**src/rtl/mips_multicycle_ctrl.sv**
```systemverilog
// mips_multicycle_ctrl
//   Control FSM for a multicycle MIPS datapath. It steps the shared PC, IR,
//   register file, ALU and block memory through fetch, decode, execute,
//   memory and writeback for R-type, lw, sw and beq instructions.
//   It handshakes with block memory through MemReady. It raises sticky flags
//   for undecodable opcodes and for memory accesses that time out.
//
//   Optional feature: define MCTRL_JUMP_EN to decode opcode 2 (j) into the
//   JUMP state. When the macro is undefined, opcode 2 is treated as illegal.
//
// Parameters
//   MEM_TIMEOUT  maximum wait cycles per memory access (0 disables timeout)
//   CNT_W        wait-counter width, 2**CNT_W > MEM_TIMEOUT
//
// Ports
//   CLK          rising-edge clock
//   Reset        asynchronous active-low reset
//   Opcode       IR[31:26], used only in DECODE and MEMADR
//   MemReady     memory completes the requested access this cycle
//   PCWrite .. RegDst, PCSource, ALUOp, ALUSrcB   datapath controls
//   State        current state encoding (debug)
//   IllegalOp    sticky flag for an undecodable opcode
//   MemError     sticky flag for a memory timeout or a corrupted state
module mips_multicycle_ctrl #(
  parameter int MEM_TIMEOUT = 16,
  parameter int CNT_W       = 5
) (
  input  logic       CLK,
  input  logic       Reset,
  input  logic [5:0] Opcode,
  input  logic       MemReady,
  output logic       PCWrite,
  output logic       PCWriteCond,
  output logic       IorD,
  output logic       MemRead,
  output logic       MemWrite,
  output logic       MemtoReg,
  output logic       IRWrite,
  output logic       ALUSrcA,
  output logic       RegWrite,
  output logic       RegDst,
  output logic [1:0] PCSource,
  output logic [1:0] ALUOp,
  output logic [1:0] ALUSrcB,
  output logic [3:0] State,
  output logic       IllegalOp,
  output logic       MemError
);

  localparam logic [3:0] S_IDLE   = 4'd0;
  localparam logic [3:0] S_FETCH  = 4'd1;
  localparam logic [3:0] S_DECODE = 4'd2;
  localparam logic [3:0] S_MEMADR = 4'd3;
  localparam logic [3:0] S_MEMRD  = 4'd4;
  localparam logic [3:0] S_MEMWB  = 4'd5;
  localparam logic [3:0] S_MEMWR  = 4'd6;
  localparam logic [3:0] S_EXEC   = 4'd7;
  localparam logic [3:0] S_RWB    = 4'd8;
  localparam logic [3:0] S_BRANCH = 4'd9;
  localparam logic [3:0] S_JUMP   = 4'd10;
  localparam logic [3:0] S_HALT   = 4'd15;

  localparam logic [5:0] OP_RTYPE = 6'd0;
  localparam logic [5:0] OP_J     = 6'd2;
  localparam logic [5:0] OP_BEQ   = 6'd4;
  localparam logic [5:0] OP_LW    = 6'd35;
  localparam logic [5:0] OP_SW    = 6'd43;

  // The last wait cycle of an access: a still-missing MemReady here abandons it.
  localparam logic [CNT_W-1:0] C_CNT_LAST =
    (MEM_TIMEOUT > 0) ? CNT_W'(MEM_TIMEOUT - 1) : '0;

  logic [3:0]       r_state;
  logic [3:0]       w_next;
  logic [CNT_W-1:0] r_cnt;
  logic             w_isWait;
  logic             w_setIll;
  logic             w_setMemErr;

  // Next-state logic. A memory timeout overrides the normal transition,
  // but a MemReady on the final wait cycle still completes the access.
  always_comb begin
    w_next      = r_state;
    w_isWait    = 1'b0;
    w_setIll    = 1'b0;
    w_setMemErr = 1'b0;
    case (r_state)
      S_IDLE:   w_next = S_FETCH;
      S_FETCH: begin
        w_isWait = 1'b1;
        if (MemReady) w_next = S_DECODE;
      end
      S_DECODE: begin
        case (Opcode)
          OP_RTYPE:     w_next = S_EXEC;
          OP_LW, OP_SW: w_next = S_MEMADR;
          OP_BEQ:       w_next = S_BRANCH;
`ifdef MCTRL_JUMP_EN
          OP_J:         w_next = S_JUMP;
`endif
          default: begin
            // The PC has already advanced, so the bad instruction is skipped.
            w_setIll = 1'b1;
            w_next   = S_FETCH;
          end
        endcase
      end
      S_MEMADR: w_next = (Opcode == OP_LW) ? S_MEMRD : S_MEMWR;
      S_MEMRD: begin
        w_isWait = 1'b1;
        if (MemReady) w_next = S_MEMWB;
      end
      S_MEMWB:  w_next = S_FETCH;
      S_MEMWR: begin
        w_isWait = 1'b1;
        if (MemReady) w_next = S_FETCH;
      end
      S_EXEC:   w_next = S_RWB;
      S_RWB:    w_next = S_FETCH;
      S_BRANCH: w_next = S_FETCH;
`ifdef MCTRL_JUMP_EN
      S_JUMP:   w_next = S_FETCH;
`endif
      S_HALT:   w_next = S_HALT;
      default: begin
        w_next      = S_HALT;
        w_setMemErr = 1'b1;
      end
    endcase
    if ((MEM_TIMEOUT > 0) && w_isWait && !MemReady && (r_cnt == C_CNT_LAST)) begin
      w_next      = S_HALT;
      w_setMemErr = 1'b1;
    end
  end

  // State, wait counter and sticky flags. Any state change clears the
  // counter. This covers every entry into FETCH, MEMRD and MEMWR.
  always_ff @(posedge CLK or negedge Reset) begin
    if (!Reset) begin
      r_state   <= S_IDLE;
      r_cnt     <= '0;
      IllegalOp <= 1'b0;
      MemError  <= 1'b0;
    end else begin
      r_state <= w_next;
      if (w_next != r_state) r_cnt <= '0;
      else if (w_isWait)     r_cnt <= r_cnt + CNT_W'(1);
      if (w_setIll)    IllegalOp <= 1'b1;
      if (w_setMemErr) MemError  <= 1'b1;
    end
  end

  // Moore output decode. In FETCH, IRWrite and PCWrite follow MemReady so
  // that the IR and PC update only on the cycle the fetch completes.
  always_comb begin
    PCWrite     = 1'b0;
    PCWriteCond = 1'b0;
    IorD        = 1'b0;
    MemRead     = 1'b0;
    MemWrite    = 1'b0;
    MemtoReg    = 1'b0;
    IRWrite     = 1'b0;
    ALUSrcA     = 1'b0;
    RegWrite    = 1'b0;
    RegDst      = 1'b0;
    PCSource    = 2'b00;
    ALUOp       = 2'b00;
    ALUSrcB     = 2'b00;
    case (r_state)
      S_FETCH: begin
        MemRead = 1'b1;
        ALUSrcB = 2'b01;
        IRWrite = MemReady;
        PCWrite = MemReady;
      end
      S_DECODE: ALUSrcB = 2'b11;
      S_MEMADR: begin
        ALUSrcA = 1'b1;
        ALUSrcB = 2'b10;
      end
      S_MEMRD: begin
        MemRead = 1'b1;
        IorD    = 1'b1;
      end
      S_MEMWB: begin
        RegWrite = 1'b1;
        MemtoReg = 1'b1;
      end
      S_MEMWR: begin
        MemWrite = 1'b1;
        IorD     = 1'b1;
      end
      S_EXEC: begin
        ALUSrcA = 1'b1;
        ALUOp   = 2'b10;
      end
      S_RWB: begin
        RegWrite = 1'b1;
        RegDst   = 1'b1;
      end
      S_BRANCH: begin
        ALUSrcA     = 1'b1;
        ALUOp       = 2'b01;
        PCWriteCond = 1'b1;
        PCSource    = 2'b01;
      end
`ifdef MCTRL_JUMP_EN
      S_JUMP: begin
        PCWrite  = 1'b1;
        PCSource = 2'b10;
      end
`endif
      default: ;
    endcase
  end

  assign State = r_state;

endmodule

```
**config.mk**
```make
export PLATFORM = sky130hd
export DESIGN_NAME = mips_multicycle_ctrl
export DESIGN_NICKNAME = d
export VERILOG_FILES = /design/src/rtl/mips_multicycle_ctrl.sv
export SDC_FILE = /design/constraint.sdc
export NUM_CORES = 1
export LEC_CHECK = 0
export BUFFER_PORTS_ARGS = -buffer_cell sky130_fd_sc_hd__buf_2
export CORE_ASPECT_RATIO = 1.1
export CORE_MARGIN = 8
export CORE_UTILIZATION = 50
export CTS_CLUSTER_DIAMETER = 80
export DETAILED_ROUTE_END_ITERATION = 12
export GPL_TIMING_DRIVEN = 0
export PLACE_DENSITY = 0.79
export SYNTH_ARGS = -nofsm -noshare
export SYNTH_HDL_FRONTEND = slang
export SYNTH_SLANG_ARGS = --single-unit
export TNS_END_PERCENT = 30
```
**constraint.sdc**
```tcl
create_clock -name CLK -period 2.53 [get_ports CLK]
set_input_delay 0.3795 -clock CLK [delete_from_list [all_inputs] [get_ports CLK]]
set_output_delay 0.3795 -clock CLK [all_outputs]
set_load 0.01 [all_outputs]
```
; ---- Yosys cells after proc, flatten, opt, wreduce, memory -nomap -nowiden
; Cells that the tools add are included.
[op_classes]
addsub = 1
multipliers = 0
n_div = 0
magnitude_cmp = 0
eq_ne = 15
shift = 0
mux = 26
bitwise = 0
reduce_logical = 15
[ops]
columns = cell, n
row1 = 4-bit case mux with 7 select lines, 1
row2 = "4-bit by 3-bit == test with 1-bit output, second input constant", 4
row3 = 4-bit two-way mux, 4
row4 = 1-bit two-way mux, 15
row5 = "4-bit == test, second input constant", 3
row6 = "6-bit == test, second input constant", 2
row7 = 4-bit case mux with 3 select lines, 1
row8 = 11-bit OR reduction, 1
row9 = 5-bit two-way mux, 2
row10 = "4-bit by 2-bit == test with 1-bit output, second input constant", 2
row11 = 2-bit OR reduction, 4
row12 = 4-bit OR reduction, 2
row13 = "6-bit by 3-bit == test with 1-bit output, second input constant", 1
row14 = 6-bit logical NOT, 1
row15 = 2-bit case mux with 3 select lines, 1
row16 = 3-bit OR reduction, 2
row17 = "5-bit by 1-bit adder with 5-bit output, second input constant", 1
row18 = "5-bit by 4-bit == test with 1-bit output, second input constant", 1
row19 = "4-bit by 1-bit == test with 1-bit output, second input constant", 1
row20 = 4-bit logical NOT, 1
row21 = 4-bit inequality test, 1
row22 = 2-bit case mux with 2 select lines, 1
row23 = 1-bit logical AND, 2
row24 = 2-bit two-way mux, 1
row25 = 2 further kinds, 2
[totals]
ff_bits = 11
latchBits = 0
ramBits = 0
rom_bits = 0
input_bits = 9
output_inout_bits = 22
wordCells = 61
n_memories = 0

; ---- Longest topological paths before layout
[depth]
depth_word = 8
depth_mapped = 8
mapped_depth_nobuf = 8

; ---- Worst setup path after synthesis
; No wires, ideal clock.
[synth_timing]
path_kind = flip-flop to flip-flop
start = reg r_cnt[0]
end = reg MemError
t_arrival_ns = 1.711
t_required_ns = 2.399
path_slack_ns = 0.687
stages_incl_launch_ff = 9
path_buffers = 0
period_less_slack_ns = 1.843
path_cell_list = dfrtp_1 > ha_1 > and3_1 > ha_1 > nand2b_1 > nor2_1 > a221oi_1 > a21oi_1 > or3_1
[synth_via]
elab_chain_cells = 3
[synth_lines]
columns = item, line
row1 = "start, declared", 75  ; logic [CNT_W-1:0] r_cnt;
row2 = "start signal, assigned", 147  ; else if (w_isWait) r_cnt <= r_cnt + CNT_W'(1);
row3 = 5-bit by 4-bit == test with 1-bit output, 130  ; if ((MEM_TIMEOUT > 0) && w_isWait && !MemReady && (r_cnt == C_CNT_LAST)) begin
row4 = 1-bit logical AND, 130
row5 = 1-bit two-way mux, 130
row6 = "end signal, assigned", 143  ; MemError <= 1'b0;
row7 = "end signal, assigned", 149  ; if (w_setMemErr) MemError <= 1'b1;
row8 = "end, declared", 47  ; output logic MemError
; Every way passes these cells.
; A chain may end at the register's enable or synchronous reset.

; ---- Worst setup path in the final report
[layout_timing]
start = reg r_state[2] (netlist: State[2])
end = out RegWrite
[layout_via]
elab_chain_cells = 3
elab_cells_between_ends = 4
[layout_lines]
columns = item, line
row1 = "start, declared", 73  ; logic [3:0] r_state;
row2 = "start signal, assigned", 145  ; r_state <= w_next;
row3 = 4-bit == test or 4-bit by 3-bit == test with 1-bit output (tied branches), 169  ; case (r_state)
row4 = 2-bit OR reduction (no source line) (*), --
row5 = 1-bit two-way mux (*), 169
row6 = "end, declared", 40  ; output logic RegWrite,
; Every way passes the cells marked *; elsewhere a longest branch is shown, timed or not.

==> key figures <==
Worst setup path
  – Crit path largest cell delay: 0.41 ns
  – CP Max Fanout: 10
  – Stages on the worst setup path: 5
  – Crit-path cells: buf_2 -> buf_1 -> or3_1 -> o22ai_1 -> buf_2
  – RR Startpoint: r_cnt[0]$_DFFE_PN0P_
  – Slowest-stage cell, CP: dfrtp_1
  – Worst path top cell family by delay: buffers and inverters
  – R2R Setup Slk: 0.52 ns
  – CP arrival: 1.81 ns
  – CP dominant cell by count: buf_2
  – Worst R2R Path Depth: 8
  – WP buf/inv: 3
  – Critical Path End Type: output port
  – Req. time, crit path: 2.15 ns
  – Startpoint Class: flip-flop
  – CP Class: reg2out
  – Critical R2R Capture: r_cnt[2]$_DFFE_PN0P_

Global route
  – Gr usage total: 15.0%
  – Vias in the first global route: 1043
  – Antenna violations before repair: 0
  – Total congestion overflow: 0
  – Global-route wire length before repair: 4530 µm
  – Pin count of the biggest net entering global routing: 12

Placement
  – Routability cong.: 0.857
  – Dpl cell area: 1140 µm²
  – DP Wirelength: 2110 µm
  – # port buffers: 29
  – Inst Count DP: 178
  – Dpl ws: 0.526 ns

Yosys
  – Post-synth EDFFs: 0
  – Syn nets: 142
  – Synth Cell Area: 976 µm²
  – Yosys reg bits: 11
  – Mean post-synth cell area: 7.45 µm²
  – Ys async rst share: 100%
  – Synth cell types: 40
  – Sequential share of the synthesized area: 28.2%
  – Yosys Warn Count: 0
  – Predominant post-synthesis flop cell: dfrtp_1
  – Post-Syn Instances: 131

Layout
  – Final instance area: 1180 µm²
  – Final cell count without fillers: 183
  – Layout cells sized above 1: 27.3%
  – # diodes: 0
  – Fin nets: 177
  – Area growth, synth to finish: 21.0%

Routing
  – Residual DRC: 0
  – WL per Instance: 14.6 µm
  – Routed vias: 1091
  – Antenna violation net count after detailed routing: 0
  – DR WL met3: 243 µm
  – WL met2: 1290 µm
  – Routed length on met1: 1130 µm
  – Drt first-iter violations: 31
  – Drt pass-1 iters: 5
  – Via-to-Cell Ratio: 5.96
  – Final WL: 2670 µm
  – Max layer used: met4

Die
  – Die Ht: 62.3 µm
  – Die X: 58.1 µm
  – Core Area: 1800 µm²
  – Number of top-level pins: 31
  – Initial Utilization: 54.2%
  – Standard-cell rows: 16
  – Die area: 3620 µm²

Power and ir drop
  – Pwr dens: 274 nW/µm²
  – Peak supply drop: 0.000204 V
  – Leak: 0.555 nW

Hold path
  – Worst Hold Class: in2reg
  – WHS Path Cells: 3
  – Min-delay src: Opcode[4]
  – Worst hold endpoint: IllegalOp$_DFFE_PN0P_

Timing
  – Setup ws final: 0.343 ns
  – Fin. Hold Viols: 0
  – Crit path time final: 2.19 ns
  – Final worst-path cycle share: 86.4%
  – Fmax: 457 MHz
  – RSZ-0062 raised after global routing: no
  – Clock Skews: 0.0108 ns
  – Final Setup Violations: 0
  – Slew headroom: 66.1%
  – Setup tns final: 0 ns
  – Max Slew Vio Count: 0
  – Worst-Margin Slew: 0.505 ns

CTS
  – Worst skew pair latency: 0.27 ns
  – Max Root-Sink Buffers: 2
  – CTS tree: built
  – Clock root buffer: clkbuf_4
  – Clk slew on worst S/H paths: 0.09 ns
  – Num Clock Sinks: 11
  – H-tree depth: 1
  – CTS buffer count: 3

Job
  – Max-Cap Viols: 0

Outcome
  – Status: finished, final reports clean
## worst max-delay path by stage
stage,start,end,slack (ns)
6_report,State[2]$_DFF_PN0_,RegWrite,0.34
5_1_grt,State[1]$_DFF_PN0_,ALUSrcB[0],0.18
4_1_cts,State[1]$_DFF_PN0_,ALUSrcB[0],0.23
3_5_place_dp,State[1]$_DFF_PN0_,ALUSrcB[0],0.53
3_3_place_gp,r_cnt[0]$_DFFE_PN0P_,MemError$_DFFE_PN0P_,0.55
2_1_floorplan,r_cnt[0]$_DFFE_PN0P_,MemError$_DFFE_PN0P_,0.69
## cells in the final DEF, fill, tap and decap left out, drive strengths merged, types with 2 or more instances in the layout
cell,count
a211oi,2
a21oi,7
and3,5
buf,38
clkbuf,7
dfrtp,11
ha,2
inv,5
nand2,14
nand2b,2
nand3,3
nand4,2
nor2,18
nor3,9
nor4,2
o21ai,11
o21bai,2
o22ai,2
o311ai,2
or3,2
or4,2
xor2,3
## logic make-up (layout without fill, tap and decap cells)
kind of cell | after synthesis | in the layout | synth area share, %
other | 1 | 1 | 0.384
DFF | 11 | 11 | 28.2
xor gates and xnor gates | 4 | 4 | 3.59
buffers and inverters | 17 | 51 | 9.10
AOI/OAI and AO/OA | 32 | 32 | 22.2
and+or+nand+nor | 64 | 64 | 34.0
adders and majority gates | 2 | 2 | 2.56
## layout make-up
cell class                      count  area (µm²)
Fill cell                         158         621
Multi-Input combinational cell    103         612
Sequential cell                    11         275
Timing Repair Buffer               30         155
Buffer                             12        71.3
Clock buffer                        4        26.3
Tap cell                           18        22.5
Inverter                            5        18.8
## state kept, by name, summed over array words and instances, names as in the netlist
register and count:
IllegalOp 1, MemError 1, State 4, r_cnt 5
## synthesized netlist by cell type, drive strengths merged (2+ instances only)
| master | number | area [µm²] |
|---|---|---|
| nand4 | 2 | 12.5 |
| o311ai | 2 | 17.5 |
| nor2 | 18 | 67.6 |
| clkbuf | 2 | 7.51 |
| o21bai | 2 | 15.0 |
| nand2 | 14 | 52.6 |
| o21ai | 11 | 55.1 |
| or4 | 2 | 15.0 |
| nand2b | 2 | 12.5 |
| buf | 10 | 62.6 |
| or3 | 2 | 12.5 |
| a211oi | 2 | 15.0 |
| ha | 2 | 25.0 |
| o22ai | 2 | 12.5 |
| dfrtp | 11 | 275 |
| xor2 | 3 | 26.3 |
| nand3 | 3 | 15.0 |
| and3 | 5 | 31.3 |
| nor3 | 9 | 50.1 |
| a21oi | 7 | 35.0 |
| inv | 5 | 18.8 |
| nor4 | 2 | 12.5 |
## tightest hold or removal path: cells and delay by family
kind | cells | cell delay, ns
buffers and inverters | 1 | 0.13
AOI/OAI and AO/OA | 1 | 0.10
and+or+nand+nor | 1 | 0.06
## layer usage
layer	global-route usage [%]	up-vias
met5	0	-
met1	19.1	503
met4	5.52	0
li1	-	531
met3	3.50	2
met2	23.6	55
## metrics by stage
| stage | util (%) | hold WS [ns] | power, mW |
|---|---|---|---|
| floorplan | - | 0.0839 | 0.187 |
| global route | 65.6 | 0.480 | 0.337 |
| detailed placement | 63.5 | 0.271 | 0.201 |
| CTS | 65.5 | 0.459 | 0.326 |
| global placement | 63.5 | 0.268 | 0.200 |
| finish | 65.6 | 0.454 | 0.324 |
## power breakdown
group          internal, mW  switching, mW
combinational       0.00941         0.0132
clock                0.0608         0.0645
sequential            0.176       0.000196
total                 0.246         0.0779
## repair_timing
action,CTS,global route
buffers inserted,0,0
hold buffers,1,0
hold endpoints to repair,11,0
gates resized for setup,0,1
endpoints found under the setup margin,0,1
Note: power is estimated with default switching activity, not from simulation.
